<file path="src/rtl/lab_alu_pkg.sv">
// Shared codes for the register/ALU/transfer datapath: strobe modes, ALU
// operations and the bit positions of the {Z,N,C,V} flag word.
package lab_alu_pkg;

  typedef enum logic [1:0] {
    MODE_COUNT = 2'b00,
    MODE_ALU   = 2'b01,
    MODE_XFER  = 2'b10,
    MODE_HOLD  = 2'b11
  } mode_e;

  typedef enum logic [2:0] {
    OP_ADD  = 3'b000,
    OP_SUB  = 3'b001,
    OP_AND  = 3'b010,
    OP_OR   = 3'b011,
    OP_XOR  = 3'b100,
    OP_SLT  = 3'b101,
    OP_NOR  = 3'b110,
    OP_PASS = 3'b111
  } alu_op_e;

  localparam int FLAG_Z = 3;
  localparam int FLAG_N = 2;
  localparam int FLAG_C = 1;
  localparam int FLAG_V = 0;

  typedef struct packed {
    logic z;
    logic n;
    logic c;
    logic v;
  } flags_t;

endpackage

</file>
<file path="src/rtl/btn_strobe.sv">
// Two-flop synchroniser plus history flop per button; emits a one-cycle
// strobe on each sampled rising edge. All flops reset high so a button held
// through reset never produces a strobe when reset is released.
module btn_strobe #(
  parameter int N = 4
) (
  input  logic         clk,
  input  logic         rst,
  input  logic [N-1:0] btn_i,
  output logic [N-1:0] strobe_o
);

  logic [N-1:0] sync1_q;
  logic [N-1:0] sync2_q;
  logic [N-1:0] hist_q;

  always_ff @(posedge clk) begin
    if (rst) begin
      sync1_q <= '1;
      sync2_q <= '1;
      hist_q  <= '1;
    end else begin
      sync1_q <= btn_i;
      sync2_q <= sync1_q;
      hist_q  <= sync2_q;
    end
  end

  assign strobe_o = sync2_q & ~hist_q;

endmodule

</file>
<file path="src/rtl/reg_transfer_alu.sv">
// NREG-register datapath: each button strobe counts, writes an ALU result or
// transfers a register/zero into its register, according to the sampled mode.
module reg_transfer_alu
  import lab_alu_pkg::*;
#(
  parameter  int WIDTH = 4,
  parameter  int NREG  = 4,
  localparam int SELW  = $clog2(NREG) + 1
) (
  input  logic                  clk,
  input  logic                  rst,
  input  logic [NREG-1:0]       btn,
  input  logic [1:0]            mode,
  input  logic [NREG-1:0]       dir,
  input  logic [2:0]            alu_op,
  input  logic [SELW-1:0]       src_a,
  input  logic [SELW-1:0]       src_b,
  output logic [NREG*WIDTH-1:0] regs,
  output logic [WIDTH-1:0]      res,
  output logic [3:0]            flags
);

  localparam int MSB = WIDTH - 1;

  logic [NREG-1:0]  strobe;
  logic [WIDTH-1:0] regs_q [NREG];
  logic [WIDTH-1:0] regs_d [NREG];
  flags_t           flags_q;
  flags_t           flags_d;

  logic [WIDTH-1:0] op_a;
  logic [WIDTH-1:0] op_b;
  logic [WIDTH-1:0] alu_res;
  logic             alu_c;
  logic             alu_v;

  btn_strobe #(.N(NREG)) u_btn_strobe (
    .clk      (clk),
    .rst      (rst),
    .btn_i    (btn),
    .strobe_o (strobe)
  );

  // Any select value without a matching register falls through to zero.
  always_comb begin
    op_a = '0;
    op_b = '0;
    for (int i = 0; i < NREG; i++) begin
      if (src_a == SELW'(i)) op_a = regs_q[i];
      if (src_b == SELW'(i)) op_b = regs_q[i];
    end
  end

  always_comb begin
    alu_res = '0;
    alu_c   = 1'b0;
    alu_v   = 1'b0;
    case (alu_op)
      OP_ADD: begin
        {alu_c, alu_res} = {1'b0, op_a} + {1'b0, op_b};
        alu_v = (op_a[MSB] == op_b[MSB]) && (alu_res[MSB] != op_a[MSB]);
      end
      OP_SUB: begin
        // Bit WIDTH of the widened difference is the unsigned borrow.
        {alu_c, alu_res} = {1'b0, op_a} - {1'b0, op_b};
        alu_v = (op_a[MSB] != op_b[MSB]) && (alu_res[MSB] != op_a[MSB]);
      end
      OP_AND:  alu_res = op_a & op_b;
      OP_OR:   alu_res = op_a | op_b;
      OP_XOR:  alu_res = op_a ^ op_b;
      OP_SLT:  alu_res = {{(WIDTH-1){1'b0}}, ($signed(op_a) < $signed(op_b))};
      OP_NOR:  alu_res = ~(op_a | op_b);
      OP_PASS: alu_res = op_a;
      default: alu_res = '0;
    endcase
  end

  // Operands come from regs_q, so simultaneous strobes all see pre-edge values.
  always_comb begin
    regs_d  = regs_q;
    flags_d = flags_q;
    for (int i = 0; i < NREG; i++) begin
      if (strobe[i]) begin
        case (mode)
          MODE_COUNT: regs_d[i] = dir[i] ? regs_q[i] - WIDTH'(1) : regs_q[i] + WIDTH'(1);
          MODE_ALU:   regs_d[i] = alu_res;
          MODE_XFER:  regs_d[i] = op_a;
          default:    regs_d[i] = regs_q[i];
        endcase
      end
    end
    if ((|strobe) && (mode == MODE_ALU)) begin
      flags_d.z = (alu_res == '0);
      flags_d.n = alu_res[MSB];
      flags_d.c = alu_c;
      flags_d.v = alu_v;
    end
  end

  always_ff @(posedge clk) begin
    if (rst) begin
      for (int i = 0; i < NREG; i++) regs_q[i] <= '0;
      flags_q <= '0;
    end else begin
      regs_q  <= regs_d;
      flags_q <= flags_d;
    end
  end

  for (genvar g = 0; g < NREG; g++) begin : g_pack
    assign regs[g*WIDTH +: WIDTH] = regs_q[g];
  end

  assign res   = regs_q[0] + regs_q[1];
  assign flags = flags_q;

endmodule

</file>
<file path="config.mk">
export PLATFORM = sky130hd
export DESIGN_NAME = reg_transfer_alu
export DESIGN_NICKNAME = d
export VERILOG_FILES = /design/src/rtl/lab_alu_pkg.sv /design/src/rtl/btn_strobe.sv /design/src/rtl/reg_transfer_alu.sv
export SDC_FILE = /design/constraint.sdc
export NUM_CORES = 1
export LEC_CHECK = 0
export ABC_AREA = 1
export CORE_ASPECT_RATIO = 0.5
export CORE_MARGIN = 1.5
export CORE_UTILIZATION = 35
export CTS_CLUSTER_SIZE = 40
export DETAILED_ROUTE_END_ITERATION = 10
export PLACE_DENSITY = 0.55
export SYNTH_ARGS = -nofsm -noshare
export SYNTH_HDL_FRONTEND = slang
export SYNTH_HIERARCHICAL = 1
export SYNTH_SLANG_ARGS = --single-unit
export TNS_END_PERCENT = 10
</file>
<file path="constraint.sdc">
create_clock -name clk -period 5.27 [get_ports clk]
set_input_delay 0.527 -clock clk [delete_from_list [all_inputs] [get_ports clk]]
set_output_delay 0.527 -clock clk [all_outputs]
set_load 0.05 [all_outputs]
</file>
==> impl_metrics.tcl, run 1 <==
set metrics [dict create \
    grtUsageTotal_pct 17.82 \
    cp-start-kind "input pin" \
    power_density_nw_per_um2 201.0 \
    cts_resized 0 \
    nets 538 \
    grt_pass1_vias 2602 \
    setup_ws_ps 1823 \
    end_kind "flip-flop" \
    cts_max_level 2 \
    syn_area_um2 2912 \
    portBuffers 44 \
    layout_commonest_cell "nand2_1" \
    synth_cell_types 34 \
    drc 0 \
    dieArea_um2 8908 \
    dp_hpwl_mm 6.188 \
    place_congestion 0.8735 \
    cts.root.buffer_cell "clkbuf_16" \
    cts.path.max_buffers 2 \
    reg2regPathDepth 18 \
    cp.arrival_ps 3670 \
    worst_clock_skew_ps 5.245 \
    vias 2800 \
    yosys_warnings 6 \
    path_class "input pin to flip-flop" \
    cts_made_buffers 5 \
    r2r-start "regs[1]" \
    fmax_mhz 290.1 \
    finalMaxSlewViolations 0 \
    path_clk_slew_ps 50 \
    antenna_found_initial 0 \
    r2r_setup_slack_ps 2370 \
    outcome "finished, final reports clean" \
    wl_per_cell_um 12.87 \
    die_h_um 67.50 \
    worstMarginPinSlew_ps 867.9 \
    ioPinCount 45 \
    grt_pass1_wl_mm 12.41 \
    ys_ff_latch 32 \
    synth_area_leaders "dfxtp_1 22%, ha_1 12%, nand2_1 11%" \
    cts_tree "built" \
    syn_nets 493 \
    grt_max_degree 19 \
    wl_mm 7.672 \
    area_growth_pct 23.64 \
    layout_min_cycle_time_ps 3447 \
    crit_start "src_b[2]" \
    cts.sinks 32 \
    avgSynthCellArea_um2 6.647 \
    tns_ps 0 \
    die_width_um 132.0 \
    rr_endpoint "regs[3]" \
    slew_headroom_pct 41.37 \
    n_antenna_cell 0 \
    hp-class "flip-flop to flip-flop" \
    grt_setup_unrepaired "no" \
    maxCapViolations 0 \
    ant_nets 0 \
    core-area_um2 8029 \
    holdBufCountCts 0 \
    peakVddDrop_v 0.0001192 \
    initial_core_util_pct 36.26 \
    drive_above_1_share_pct 10.54 \
    yosysSeqAreaShare_pct 22.00 \
    rows 23 \
    first_iter_violations 172 \
    post-route-period-util_pct 65.40 \
    critPathRequiredTime_ps 5490 \
    finalHoldViolCount 0 \
    place_ws_ps 1521 \
    yosysTopAreaCellShare_pct 22.00 \
    viasPerCell 4.698 \
    crit_fanout 5 \
    grt_overflow 0 \
    post_cts_buffers 0 \
    setup_violations 0 \
    fillCellCount 830 \
    critPathCapture "regs[3]" \
    first_pass_iters 4 \
    leakage_nw 1.732 \
    synthCells 438 \
    synth_largest_area_cell "dfxtp_1" \
    layout_common_cells "83 x nand2_1, 82 x inv_1, 44 x clkdlybuf4s50_1, 40 x nor2_1" \
    clock_latency_ps 280 \
]
==> synth_stat cells <==
cell type  count
nand2_1       83
fa_1           7
buf_4          1
o21ai_1        6
a21oi_1       22
dfxtp_1       32
nand4_1        7
buf_6          1
inv_1         82
ha_1          27
o31ai_1        1
a21oi_2       12
nor3_1         3
or2_1          1
o22ai_1        1
nor2_2         5
clkbuf_1       2
xor2_1         4
nand2_2       11
o211ai_1       2
nand3_2        3
buf_2          2
nand3_1       26
a221oi_1       2
a22oi_1        1
o221ai_1       2
inv_4          1
inv_2          8
a41oi_1        1
nor3_4         2
xnor2_1        7
nand2_4        1
nor2_1        40
o21ai_0       32
==> routing by layer <==
| layer | global-route usage (%) | vias up | wire [um] |
|---|---|---|---|
| li1 | - | 1481 | - |
| met1 | 23.23 | 1267 | 3842 |
| met2 | 30.04 | 45 | 3492 |
| met3 | 3.829 | 7 | 266 |
| met4 | 5.556 | 0 | 70 |
| met5 | 0 | - | 0 |
==> flip-flops by register name (all words and copies together) (netlist names) <==
register / cells
u_btn_strobe/sync2_q: 4
flags: 4
regs: 16
u_btn_strobe/hist_q: 4
u_btn_strobe/sync1_q: 4
==> critical path, stage by stage <==
cell	delay, ps
clkdlybuf4s50_1	440
nor2_1	160
inv_1	100
nor2_1	130
inv_1	110
o21ai_0	190
inv_1	80
nor2_1	280
inv_1	140
ha_1	330
nand2_1	80
inv_1	30
o21ai_0	260
nand2_1	120
nand2_1	70
nand2_1	70
nand2_1	90
nand3_1	80
nand2_1	110
nand2_2	120
a21oi_2	140
==> logic make-up after synthesis <==
family	share of synthesized area (%)
and+or+nand+nor	28.53
buffers and inverters	13.06
AOI/OAI and AO/OA	16.67
adders and majority gates	16.42
DFF	22.00
xor gates and xnor gates	3.309
==> how the worst min path moves through the flow <==
stage,from,endpoint,slack [ps],cells past startpoint
floorplan,u_btn_strobe/sync1_q[0],u_btn_strobe/sync2_q[0],390,2
global placement,u_btn_strobe/sync1_q[2],u_btn_strobe/sync2_q[2],390,2
detailed placement,u_btn_strobe/sync1_q[2],u_btn_strobe/sync2_q[2],400,2
CTS,u_btn_strobe/sync1_q[2],u_btn_strobe/sync2_q[2],410,2
global route,u_btn_strobe/sync1_q[0],u_btn_strobe/sync2_q[0],420,2
finish,u_btn_strobe/sync1_q[2],u_btn_strobe/sync2_q[2],410,2
==> cell type report <==
class | instances | area, um2 | area share (%)
Clock buffer | 5 | 125.1 | 3.476
Multi-Input combinational cell | 309 | 1891 | 52.52
Timing Repair Buffer | 44 | 440.4 | 12.23
Clock inverter | 3 | 18.77 | 0.5214
Inverter | 91 | 344.1 | 9.559
Tap cell | 112 | 140.1 | 3.893
Sequential cell | 32 | 640.6 | 17.80
==> where the power goes <==
group / switching (mW) / internal [mW]
Combinational: 0.117 / 0.0645
Sequential: 0.00787 / 0.250
Clock: 0.110 / 0.174
Total: 0.235 / 0.489
==> stage by stage <==
stage          utilization, %  cells  hold slack [ps]  total power [mW]  area [um2]
6_report                44.83    596            407.2            0.7235        3600
5_1_grt                 44.83    596            423.7            0.7621        3600
4_1_cts                 44.83    596            408.0            0.7298        3600
3_5_place_dp            43.04    588            395.4            0.4441        3456
3_3_place_gp            43.04    588            391.3            0.4458        3456
2_1_floorplan               -    438            386.7            0.3845        2912
Power figures use the tool's default switching activity.
==> run 2, diff against run 1 <==
- clock period: 5.27 -> 3.39 ns (I/O delays scaled with it)
==> impl_metrics.tcl, run 2 (synthesis gave the netlist of run 1 again) <==
set metrics [dict create \
    outcome "finished, final reports clean" \
    cts.sinks 32 \
    instances_no_fill 605 \
    end_kind "flip-flop" \
    n_antenna_cell 0 \
    wl_mm 7.652 \
    die_width_um 132.0 \
    antenna_found_initial 0 \
    power_density_nw_per_um2 309.0 \
    nets 547 \
    dp.cells 597 \
    combPwrFrac_pct 25.5 \
    finalMaxSlewViolations 0 \
    setup_violations 0 \
    cts_max_level 2 \
    dp_hpwl_mm 6.121 \
    largest_reg_flops 16 \
    fmax_mhz 342.4 \
    ant_nets 0 \
    initial_core_util_pct 36.26 \
    grt_pass1_wl_mm 13.01 \
    slew_headroom_pct 66.51 \
    grt_overflow 0 \
    clock_latency_ps 280 \
    p_clk_share_pct 39.2 \
    first_pass_iters 4 \
    cp.arrival_ps 3130 \
    grt_max_degree 19 \
    place_congestion 0.8526 \
    layout_common_cells "83 x nand2_1, 82 x inv_1, 44 x clkdlybuf4s50_1, 39 x nor2_1" \
    cts_made_buffers 5 \
    path_clk_slew_ps 50 \
    rr_endpoint "regs[6]" \
    die_h_um 67.50 \
    worstMarginPinSlew_ps 500.8 \
    post_cts_buffers 0 \
    seqPwrFrac_pct 35.4 \
    fillCellCount 819 \
    critPathCapture "regs[3]" \
    path_class "input pin to flip-flop" \
    ioPinCount 45 \
    vias 2843 \
    drc 0 \
    p_int_mw 0.7875 \
    switchingPower_mw 0.3499 \
    core-area_um2 8029 \
    peakVddDrop_v 0.0002310 \
    holdBufCountCts 0 \
    layout_min_cycle_time_ps 2921 \
    grt_pass1_vias 2666 \
    first_iter_violations 177 \
    r2r_setup_slack_ps 670 \
    grtUsageTotal_pct 18.51 \
    cts_tree "built" \
    finalHoldViolCount 0 \
    multi_input_area_um2 1898 \
    maxCapViolations 0 \
    drive_above_1_share_pct 12.17 \
    grt_setup_unrepaired "no" \
    crit_fanout 5 \
    r2r-start "regs[4]" \
    viasPerCell 4.699 \
    crit_start "src_b[2]" \
    reg2regPathDepth 14 \
    dieArea_um2 8908 \
    layout_commonest_cell "nand2_1" \
    worst_clock_skew_ps 7.277 \
    post-route-period-util_pct 86.16 \
    rows 23 \
    tns_ps 0 \
    leakage_nw 1.778 \
    hp-class "flip-flop to flip-flop" \
    wl_per_cell_um 12.65 \
    cts.path.max_buffers 2 \
    area_growth_pct 26.43 \
    swShare_pct 30.76 \
    cts.root.buffer_cell "clkbuf_16" \
    critPathRequiredTime_ps 3600 \
    portBuffers 44 \
    cp-start-kind "input pin" \
    seqCellArea_um2 640.6 \
]
[run 2: per-layer routing]
| metal | wire, um | part of all wire (%) | vias up | global-route usage (%) |
|---|---|---|---|---|
| li1 | - | - | 1497 | - |
| met1 | 3853 | 50 | 1291 | 25.32 |
| met2 | 3437 | 45 | 55 | 31.22 |
| met3 | 361 | 4.7 | 0 | 3.829 |
| met4 | 0 | 0 | 0 | 2.361 |
| met5 | 0 | 0 | - | 0 |
[run 2: how the worst min path moves through the flow]
stage                                  from                      end  slack (ps)  cells after the start
finish              u_btn_strobe/sync1_q[0]  u_btn_strobe/sync2_q[0]         410                      2
global route        u_btn_strobe/sync1_q[3]  u_btn_strobe/sync2_q[3]         440                      2
CTS                 u_btn_strobe/sync1_q[3]  u_btn_strobe/sync2_q[3]         410                      2
detailed placement  u_btn_strobe/sync1_q[3]  u_btn_strobe/sync2_q[3]         390                      2
global placement    u_btn_strobe/sync1_q[1]  u_btn_strobe/sync2_q[1]         390                      2
floorplan           u_btn_strobe/sync1_q[0]  u_btn_strobe/sync2_q[0]         390                      2
[run 2: power groups by stage]
stage          logic, mW  clock network, mW  registers, mW
2_1_floorplan      0.168                  0          0.430
3_3_place_gp       0.290                  0          0.410
3_5_place_dp       0.288                  0          0.410
4_1_cts            0.289              0.458          0.402
5_1_grt            0.326              0.477          0.404
6_report           0.290              0.445          0.402
[run 2: through the flow]
stage	instance area [um2]	total power, mW	hold WS, ps	worst slack (ps)	utilization (%)
final	3681	1.137	406.4	469.1	45.85
after global routing	3681	1.206	438.9	36.87	45.85
after CTS	3674	1.149	406.4	325.8	45.75
after detailed placement	3523	0.6980	393.8	34.14	43.88
after global placement	3523	0.6996	390.0	145.8	43.88
after floorplan	2912	0.5977	386.7	773.8	-
[run 2: critical path: stages]
cell and delay [ps]:
clkdlybuf4s50_1 450, nor2_1 150, inv_1 80, nor2_1 120, inv_1 100, o21ai_0 160, inv_1 100, nor2_4 140
inv_1 90, ha_1 310, nand2_1 80, inv_1 30, o21ai_0 200, nand2_1 100, nand2_1 70, nand2_1 60
nand2_1 90, nand3_1 90, nand2_1 100, nand2_2 110, a21oi_2 160
[run 2: area by class of cell]
cell class | instances | area share [%]
clock buffer | 7 | 3.875
timing repair buffer | 53 | 13.80
sequential | 32 | 17.40
inverter | 91 | 9.347
tap | 112 | 3.807
clock inverter | 1 | 0.2039
multi-input combinational | 309 | 51.56
[run 2: repair_timing]
action                                 CTS  global route
endpoints found under the hold margin    0             0
setup endpoints to repair                0             5
resized for setup                        0             2
